## config.mk

```make
export PLATFORM = sky130hd
export DESIGN_NAME = gpr_wb_arb
export DESIGN_NICKNAME = d
export VERILOG_FILES = /design/src/rtl/gpr_wb_arb.sv
export SDC_FILE = /design/constraint.sdc
export NUM_CORES = 1
export LEC_CHECK = 0
export CAP_MARGIN = 20
export CORE_MARGIN = 2
export CORE_UTILIZATION = 40
export CTS_BUF_LIST = sky130_fd_sc_hd__clkbuf_16
export CTS_CLUSTER_DIAMETER = 200
export DETAILED_ROUTE_END_ITERATION = 10
export GPL_ROUTABILITY_DRIVEN = 0
export MAX_ROUTING_LAYER = met4
export PLACE_DENSITY_LB_ADDON = 0.08
export SYNTH_ARGS = -nofsm -noshare
export SYNTH_HDL_FRONTEND = slang
export SYNTH_SLANG_ARGS = --single-unit
```

## constraint.sdc

```tcl
create_clock -name clk -period 2.62 [get_ports clk]
set_input_delay 0.262 -clock clk [delete_from_list [all_inputs] [get_ports clk]]
set_output_delay 0.262 -clock clk [all_outputs]
set_load 0.005 [all_outputs]
```

## src/rtl/gpr_wb_arb.sv

```systemverilog
// rtl/gpr_wb_arb.sv - GPR writeback arbiter (EX / LD / DIV) with pending-destination scoreboard
//
// Owns the single write port of gpr_reg and shares it between three
// writeback sources:
//   EX  : in-order pipeline, no handshake, normally always wins
//   LD  : load return, valid/ready handshake
//   DIV : divider result, valid/ready handshake
// LD and DIV are served round-robin. A starvation counter briefly stalls EX
// so a waiting slow source eventually gets the port. A 31-entry scoreboard
// tracks destinations of in-flight long-latency ops and raises hazard_o so
// decode can stall on them.
//
// Parameters
//   STARVE_MAX   consecutive EX wins with a slow source waiting before EX
//                is stalled for one cycle (1..15)
//
// Ports
//   clk, rst_n                         clock, asynchronous active-low reset
//   ex_we_i/ex_waddr_i/ex_wdata_i      EX writeback request
//   ex_stall_o                         EX must hold its writeback this cycle
//   ld_valid_i/ld_ready_o              load result handshake
//   ld_waddr_i/ld_wdata_i              load destination / data
//   div_valid_i/div_ready_o            divider result handshake
//   div_waddr_i/div_wdata_i            divider destination / data
//   iss_valid_i/iss_rd_i               long-latency op issued, its destination
//   dec_rs1_i/dec_rs2_i/dec_rd_i       decode operands and destination
//   hazard_o                           a decode register is pending
//   gpr_we_o/gpr_waddr_o/gpr_wdata_o   registered write port to gpr_reg

module gpr_wb_arb #(
    parameter int STARVE_MAX = 4
) (
    input  logic        clk,
    input  logic        rst_n,

    input  logic        ex_we_i,
    input  logic [4:0]  ex_waddr_i,
    input  logic [31:0] ex_wdata_i,
    output logic        ex_stall_o,

    input  logic        ld_valid_i,
    output logic        ld_ready_o,
    input  logic [4:0]  ld_waddr_i,
    input  logic [31:0] ld_wdata_i,

    input  logic        div_valid_i,
    output logic        div_ready_o,
    input  logic [4:0]  div_waddr_i,
    input  logic [31:0] div_wdata_i,

    input  logic        iss_valid_i,
    input  logic [4:0]  iss_rd_i,

    input  logic [4:0]  dec_rs1_i,
    input  logic [4:0]  dec_rs2_i,
    input  logic [4:0]  dec_rd_i,
    output logic        hazard_o,

    output logic        gpr_we_o,
    output logic [4:0]  gpr_waddr_o,
    output logic [31:0] gpr_wdata_o
);

    // Round-robin pointer encoding: which slow source has priority next.
    localparam logic SRC_LD  = 1'b0;
    localparam logic SRC_DIV = 1'b1;

    // Counter value at which one more EX win (with a slow source waiting)
    // triggers the one-cycle stall.
    localparam logic [3:0] CNT_LAST = 4'(STARVE_MAX - 1);

    logic        rr_ptr;
    logic [3:0]  starve_cnt;
    // Bit 0 is kept for uniform indexing by register number; it is never set.
    logic [31:0] pending;
    logic [31:0] pending_nxt;

    logic        ex_win;
    logic        ld_grant;
    logic        div_grant;
    logic        ld_done;
    logic        div_done;
    logic        slow_valid;
    logic        slow_done;
    logic        stall_trig;

    logic        win_any;
    logic [4:0]  win_waddr;
    logic [31:0] win_wdata;
    logic [4:0]  done_addr;

    // ------------------------------------------------------------------
    // Grant
    // ------------------------------------------------------------------
    always_comb begin
        ex_win    = ex_we_i & ~ex_stall_o;
        ld_grant  = 1'b0;
        div_grant = 1'b0;
        if (!ex_win) begin
            if (rr_ptr == SRC_LD) begin
                if (ld_valid_i) begin
                    ld_grant = 1'b1;
                end else if (div_valid_i) begin
                    div_grant = 1'b1;
                end
            end else begin
                if (div_valid_i) begin
                    div_grant = 1'b1;
                end else if (ld_valid_i) begin
                    ld_grant = 1'b1;
                end
            end
        end
    end

    // The grant logic is purely combinational from inputs, so the readies
    // are gated with rst_n to stay low while the block is held in reset.
    assign ld_ready_o  = ld_grant & rst_n;
    assign div_ready_o = div_grant & rst_n;

    assign ld_done    = ld_valid_i & ld_ready_o;
    assign div_done   = div_valid_i & div_ready_o;
    assign slow_valid = ld_valid_i | div_valid_i;
    assign slow_done  = ld_done | div_done;

    // ------------------------------------------------------------------
    // Winner mux
    // ------------------------------------------------------------------
    always_comb begin
        win_any   = 1'b0;
        win_waddr = 5'd0;
        win_wdata = 32'd0;
        if (ex_win) begin
            win_any   = 1'b1;
            win_waddr = ex_waddr_i;
            win_wdata = ex_wdata_i;
        end else if (ld_grant) begin
            win_any   = 1'b1;
            win_waddr = ld_waddr_i;
            win_wdata = ld_wdata_i;
        end else if (div_grant) begin
            win_any   = 1'b1;
            win_waddr = div_waddr_i;
            win_wdata = div_wdata_i;
        end
    end

    // ------------------------------------------------------------------
    // Output register (latency 1). Address and data only load on a win so
    // a quiet cycle leaves the last value visible; gpr_we_o qualifies it.
    // ------------------------------------------------------------------
    always_ff @(posedge clk or negedge rst_n) begin
        if (!rst_n) begin
            gpr_we_o    <= 1'b0;
            gpr_waddr_o <= 5'd0;
            gpr_wdata_o <= 32'd0;
        end else begin
            gpr_we_o <= win_any & (win_waddr != 5'd0);
            if (win_any) begin
                gpr_waddr_o <= win_waddr;
                gpr_wdata_o <= win_wdata;
            end
        end
    end

    // ------------------------------------------------------------------
    // Round-robin pointer: after serving a slow source, point at the other
    // one so it has priority on the next contended cycle.
    // ------------------------------------------------------------------
    always_ff @(posedge clk or negedge rst_n) begin
        if (!rst_n) begin
            rr_ptr <= SRC_LD;
        end else if (ld_done) begin
            rr_ptr <= SRC_DIV;
        end else if (div_done) begin
            rr_ptr <= SRC_LD;
        end
    end

    // ------------------------------------------------------------------
    // Starvation relief. ex_stall_o is registered, so it lands on the cycle
    // after the STARVE_MAX-th consecutive EX win and lasts exactly one cycle
    // (EX cannot win while stalled, so the trigger cannot repeat).
    // ------------------------------------------------------------------
    assign stall_trig = ex_win & slow_valid & (starve_cnt == CNT_LAST);

    always_ff @(posedge clk or negedge rst_n) begin
        if (!rst_n) begin
            starve_cnt <= 4'd0;
            ex_stall_o <= 1'b0;
        end else begin
            ex_stall_o <= stall_trig;
            if (slow_done || !slow_valid || stall_trig) begin
                starve_cnt <= 4'd0;
            end else if (ex_win) begin
                starve_cnt <= starve_cnt + 4'd1;
            end
        end
    end

    // ------------------------------------------------------------------
    // Pending scoreboard. Clear is applied before set so an issue to the
    // same register in the completion cycle keeps the entry pending (that
    // new op has not returned yet). EX writes never touch it.
    // ------------------------------------------------------------------
    assign done_addr = ld_done ? ld_waddr_i : div_waddr_i;

    always_comb begin
        pending_nxt = pending;
        if (slow_done) begin
            pending_nxt[done_addr] = 1'b0;
        end
        if (iss_valid_i && (iss_rd_i != 5'd0)) begin
            pending_nxt[iss_rd_i] = 1'b1;
        end
        pending_nxt[0] = 1'b0;
    end

    always_ff @(posedge clk or negedge rst_n) begin
        if (!rst_n) begin
            pending <= 32'd0;
        end else begin
            pending <= pending_nxt;
        end
    end

    // An entry clears at the same edge its data is registered onto gpr_*_o,
    // and gpr_reg bypasses its write port, so decode sees no bubble.
    assign hazard_o = pending[dec_rs1_i] | pending[dec_rs2_i] | pending[dec_rd_i];

endmodule

```

======== Yosys cells after proc, flatten, opt, wreduce, memory -nomap -nowiden ========
Cells that the tools add are included.
storage, ports and cells
  output and inout bits ................... 42
  word-level logic and storage cells ...... 76
  flip-flop bits (word level) ............. 75
  bits of input ports ..................... 137
cells by class
  order comparisons ....................... 7
  bitwise logic cells ..................... 16
  eq/ne operators ......................... 1
  muxes and demuxes ....................... 34
  reduce and logical (&&, ||, !) cells .... 10
  add/sub/neg operators ................... 1
operators with widths
  cell                                                                count
  2-to-1 mux 32 bit                                                   5
  AND 32 bit                                                          1
  NOT 32 bit                                                          1
  OR 32 bit                                                           1
  < comparator 5 x 6 -> 1 bit (second input constant)                 5
  2-to-1 mux 5 bit                                                    4
  2-to-1 mux 1 bit                                                    18
  binary-select mux 1 bit (select 5 bit)                              3
  demux 1 bit (select 5 bit)                                          2
  greater-or-equal comparator 5 x 1 -> 1 bit (second input constant)  2
  nonzero test 5 bit                                                  2
  AND 1 bit                                                           8
  2-to-1 mux 4 bit                                                    2
  adder 4 x 1 -> 4 bit (second input constant)                        1
  == test 4 x 2 -> 1 bit (second input constant)                      1
  OR 1 bit                                                            4
  nonzero test 2 bit                                                  2
  logical AND 1 bit                                                   3
  logical OR 1 bit                                                    2
  logical NOT 1 bit                                                   1
  NOT 1 bit                                                           1

======== Longest topological paths before layout ========
  depth after elaboration ................. 16
  mapped depth ............................ 7

======== Least setup slack after synthesis ========
No wires, ideal clock.
  path kind ............................... register to output
  from .................................... reg pending[17]
  to ...................................... out hazard_o
  cell stages (with the launch flop) ...... 6
  path buffers ............................ 0
  setup slack ............................. 0.629 ns
  arrival ................................. 1.729 ns
  cell sequence ........................... dfrtp_1 > mux4_1 > mux2_4 > and3_4 > a2111oi_4 > nand4_1
between the ends
  word-level cells in the longest chain between the ends .. 4
  elaborated cells between the ends (all ways) .. 8
RTL lines
  element                                 line  source
  start: declaration                      75    logic [31:0] pending;
  start signal: assignment                223   pending <= pending_nxt;
  binary-select mux 1 bit (select 5 bit)  229   assign hazard_o = pending[dec_rs1_i] | pending[dec_rs2_i] | pending[dec_rd_i];
  2-to-1 mux 1 bit (implied by the code)  229
  OR 1 bit                                229
  OR 1 bit (*)                            229
  end: declaration                        57    output logic hazard_o,
Mark *: on every way between the ends. The rest lies on a longest branch, timed or not. The select of a mux whose other input is x is not followed.

======== Worst setup path after layout ========
Same ends and word-level chain as after synthesis.

==> flow_summary.json <==
{
  "n_antenna_cell": 0,
  "slew-limit-headroom_pct": 36.24,
  "cp-endpoint": "hazard_o",
  "fmax_mhz": 404.5,
  "rsz0062_at_grt": "no",
  "cts_sinks": 75,
  "hold_buffers": 0,
  "tightest_slew_ps": 956.4,
  "syn_to_final_growth_pct": 53.68,
  "setup_ws_ps": 148.1,
  "regToRegSetupSlack_ps": 550,
  "initial_utilization_pct": 40.65,
  "yosys.area.top_type_share_pct": 42.97,
  "ant_nets": 0,
  "firstDrtPassIters": 5,
  "routed_wl_mm": 15.26,
  "power.density_mw_per_mm2": 592.1,
  "startpoint_type": "flip-flop",
  "min_path_type": "input pin to async pin",
  "core.rowCount": 38,
  "drive_gt1_share_pct": 11.31,
  "fin_worst_skew_ps": 4.370,
  "outcome": "completed",
  "dp_hpwl_mm": 11.54,
  "synthCells": 434,
  "synth_most_common_cell": "dfrtp_1",
  "setup_viol": 0,
  "grt_usage_pct": 27.25,
  "cts_buffers": 9,
  "endpoint_kind": "output pin",
  "avgViaCountPerCell": 6.017,
  "synth_top_flop_cell": "dfrtp_1",
  "grt_pass1_wl_mm": 24.03,
  "cts-root-buf": "clkbuf_16",
  "ys_ff_latch": 75,
  "criticalPathCategory": "flip-flop to output pin",
  "rr_worst_depth": 5,
  "syn-cell-area_mm2": 0.004368,
  "critPathLaunch": "pending[17]",
  "grt_pass1_vias": 4848,
  "synth.yosys.seq_area_share_pct": 42.97,
  "clock_latency_ps": 330,
  "synthTopCellsByArea": "dfrtp_1 (43%), o22ai_1 (9.2%), mux4_2 (8.2%)",
  "die_area_mm2": 0.01177,
  "fin_hold_ws_ps": 288.4,
  "drt-initial-drc-count": 242,
  "clk_path_buf_depth": 2,
  "wl_per_cell_um": 19.88,
  "syn_area_per_cell_um2": 10.06,
  "synth_common_cells": "dfrtp_1 (75), o22ai_1 (64), o21ai_0 (60), a21oi_1 (36), nand2_1 (21)",
  "die_w_um": 108.5,
  "ys_async_sr_fraction_pct": 100.0,
  "maxCapViolations": 0,
  "grt_max_degree": 77,
  "p_leak_nw": 2.628,
  "ios": 179,
  "synth_edf_count": 0,
  "cp.arrival_ps": 2210,
  "synth_nets": 572,
  "io_buffers": 178,
  "synth_cell_type_count": 50,
  "drc": 0,
  "synth_top_area_cell": "dfrtp_1",
  "crit_path_max_fanout": 2,
  "grt_overflow": 0,
  "core_mm2": 0.01075,
  "yosys_warnings": 0,
  "cts_tree": "done",
  "rr_startpoint": "rr_ptr",
  "timing.setup.tns_ps": 0,
  "dp_slack_ps": -353.7,
  "htreeDepth": 3,
  "crit_required_ps": 2360,
  "fin_nets": 761,
  "ir_worst_vdd_v": 0.0002780,
  "post-route-util_pct": 62.47,
  "die_h_um": 108.5,
  "finalHoldViolations": 0,
  "finalMaxSlewViolations": 0,
  "period_needed_ps": 2472,
  "cts.clk_slew.worst_paths_ps": 60,
  "r2r-end": "pending[2]",
  "num_vias": 4621,
  "grt_antenna_before_repair": 0,
  "finalCritPeriodShare_pct": 94.35
}
## worst max-delay path: stages, from the launching register on
cell	delay (ps)
dfrtp_1	370
mux4_1	490
mux2_4	280
and3_4	190
a2111oi_4	300
nand4_1	120
clkbuf_2	130
## cell usage in the layout, fill, tap and decap left out, types with 3 or more instances in the layout
cell type        count
o211ai_1             4
nand3b_1             7
a21oi_1             36
dfrtp_1             75
o31ai_1              8
clkinv_2             3
mux4_1               3
or3b_2               3
mux4_2              16
nand4_1              7
buf_4               30
nor4_1               6
a32oi_1              5
inv_1               11
nor3b_1              3
nand2_1             21
clkdlybuf4s50_1    174
nand2b_1             5
o2bb2ai_1            4
o22ai_1             64
a21o_1               4
clkbuf_16            9
o32a_1               4
nand3_1              4
o21ai_0             60
nor2_1              10
mux2i_1             13
## worst min-delay path by stage
| stage | from | end | slack (ps) | cells after the start |
|---|---|---|---|---|
| after floorplan | rst_n | ex_stall_o | -30 | 0 |
| after global placement | gpr_waddr_o[4] | gpr_waddr_o[4] | 460 | 1 |
| after detailed placement | gpr_waddr_o[3] | gpr_waddr_o[3] | 470 | 1 |
| after CTS | rst_n | gpr_wdata_o[20] | 310 | 2 |
| after global routing | rst_n | pending[28] | 370 | 2 |
| final | rst_n | starve_cnt[3] | 290 | 2 |
## power breakdown
| part | leakage (nW) | internal (mW) | switching, mW |
|---|---|---|---|
| sequential | 0.871 | 1.37 | 0.186 |
| clock | 0.144 | 0.725 | 0.466 |
| combinational | 1.61 | 0.719 | 0.513 |
| total | 2.63 | 2.81 | 1.17 |
## routing by layer
layer	routed length, um	share of wire [%]	track usage (%)	vias to the layer above
li1	-	-	-	2113
met1	6176	40	31.82	2270
met2	7737	51	45.63	211
met3	1007	6.6	7.233	27
met4	342	2.2	9.158	0
met5	0	0	-	-
## through the flow
step | instance area [um^2] | instances | total power [mW]
after floorplan | 4368 | 434 | 2.111
after global placement | 6427 | 751 | 2.747
after detailed placement | 6427 | 751 | 2.783
after CTS | 6718 | 768 | 3.985
after global routing | 6713 | 768 | 4.171
final | 6713 | 768 | 3.974
## state kept, by name (all words and copies together), names as in the netlist
name	cells
gpr_wdata_o	32
rr_ptr	1
gpr_we_o	1
pending	31
ex_stall_o	1
starve_cnt	4
gpr_waddr_o	5
## layout make-up
class	instances	area, um^2
Clock buffer	9	225.2
Clock inverter	7	60.06
Fill cell	945	4033
Inverter	10	37.54
Multi-Input combinational cell	319	2328
Sequential cell	75	1877
Tap cell	140	175.2
Timing Repair Buffer	208	2009
## cell families after synthesis
logic type	synth area share [%]
DFF	42.97
buffers and inverters	3.781
xor gates and xnor gates	0.6017
muxes	13.64
AOI/OAI and AO/OA	28.87
adders and majority gates	0.2864
and+or+nand+nor	9.855
## timing repair
| action | in CTS | in global routing |
|---|---|---|
| buffers inserted | 1 | 0 |
| resized for setup | 4 | 1 |
| setup endpoints to repair | 1 | 1 |
| pin swaps | 1 | 2 |
No activity file was read; power rests on OpenSTA's default activity.
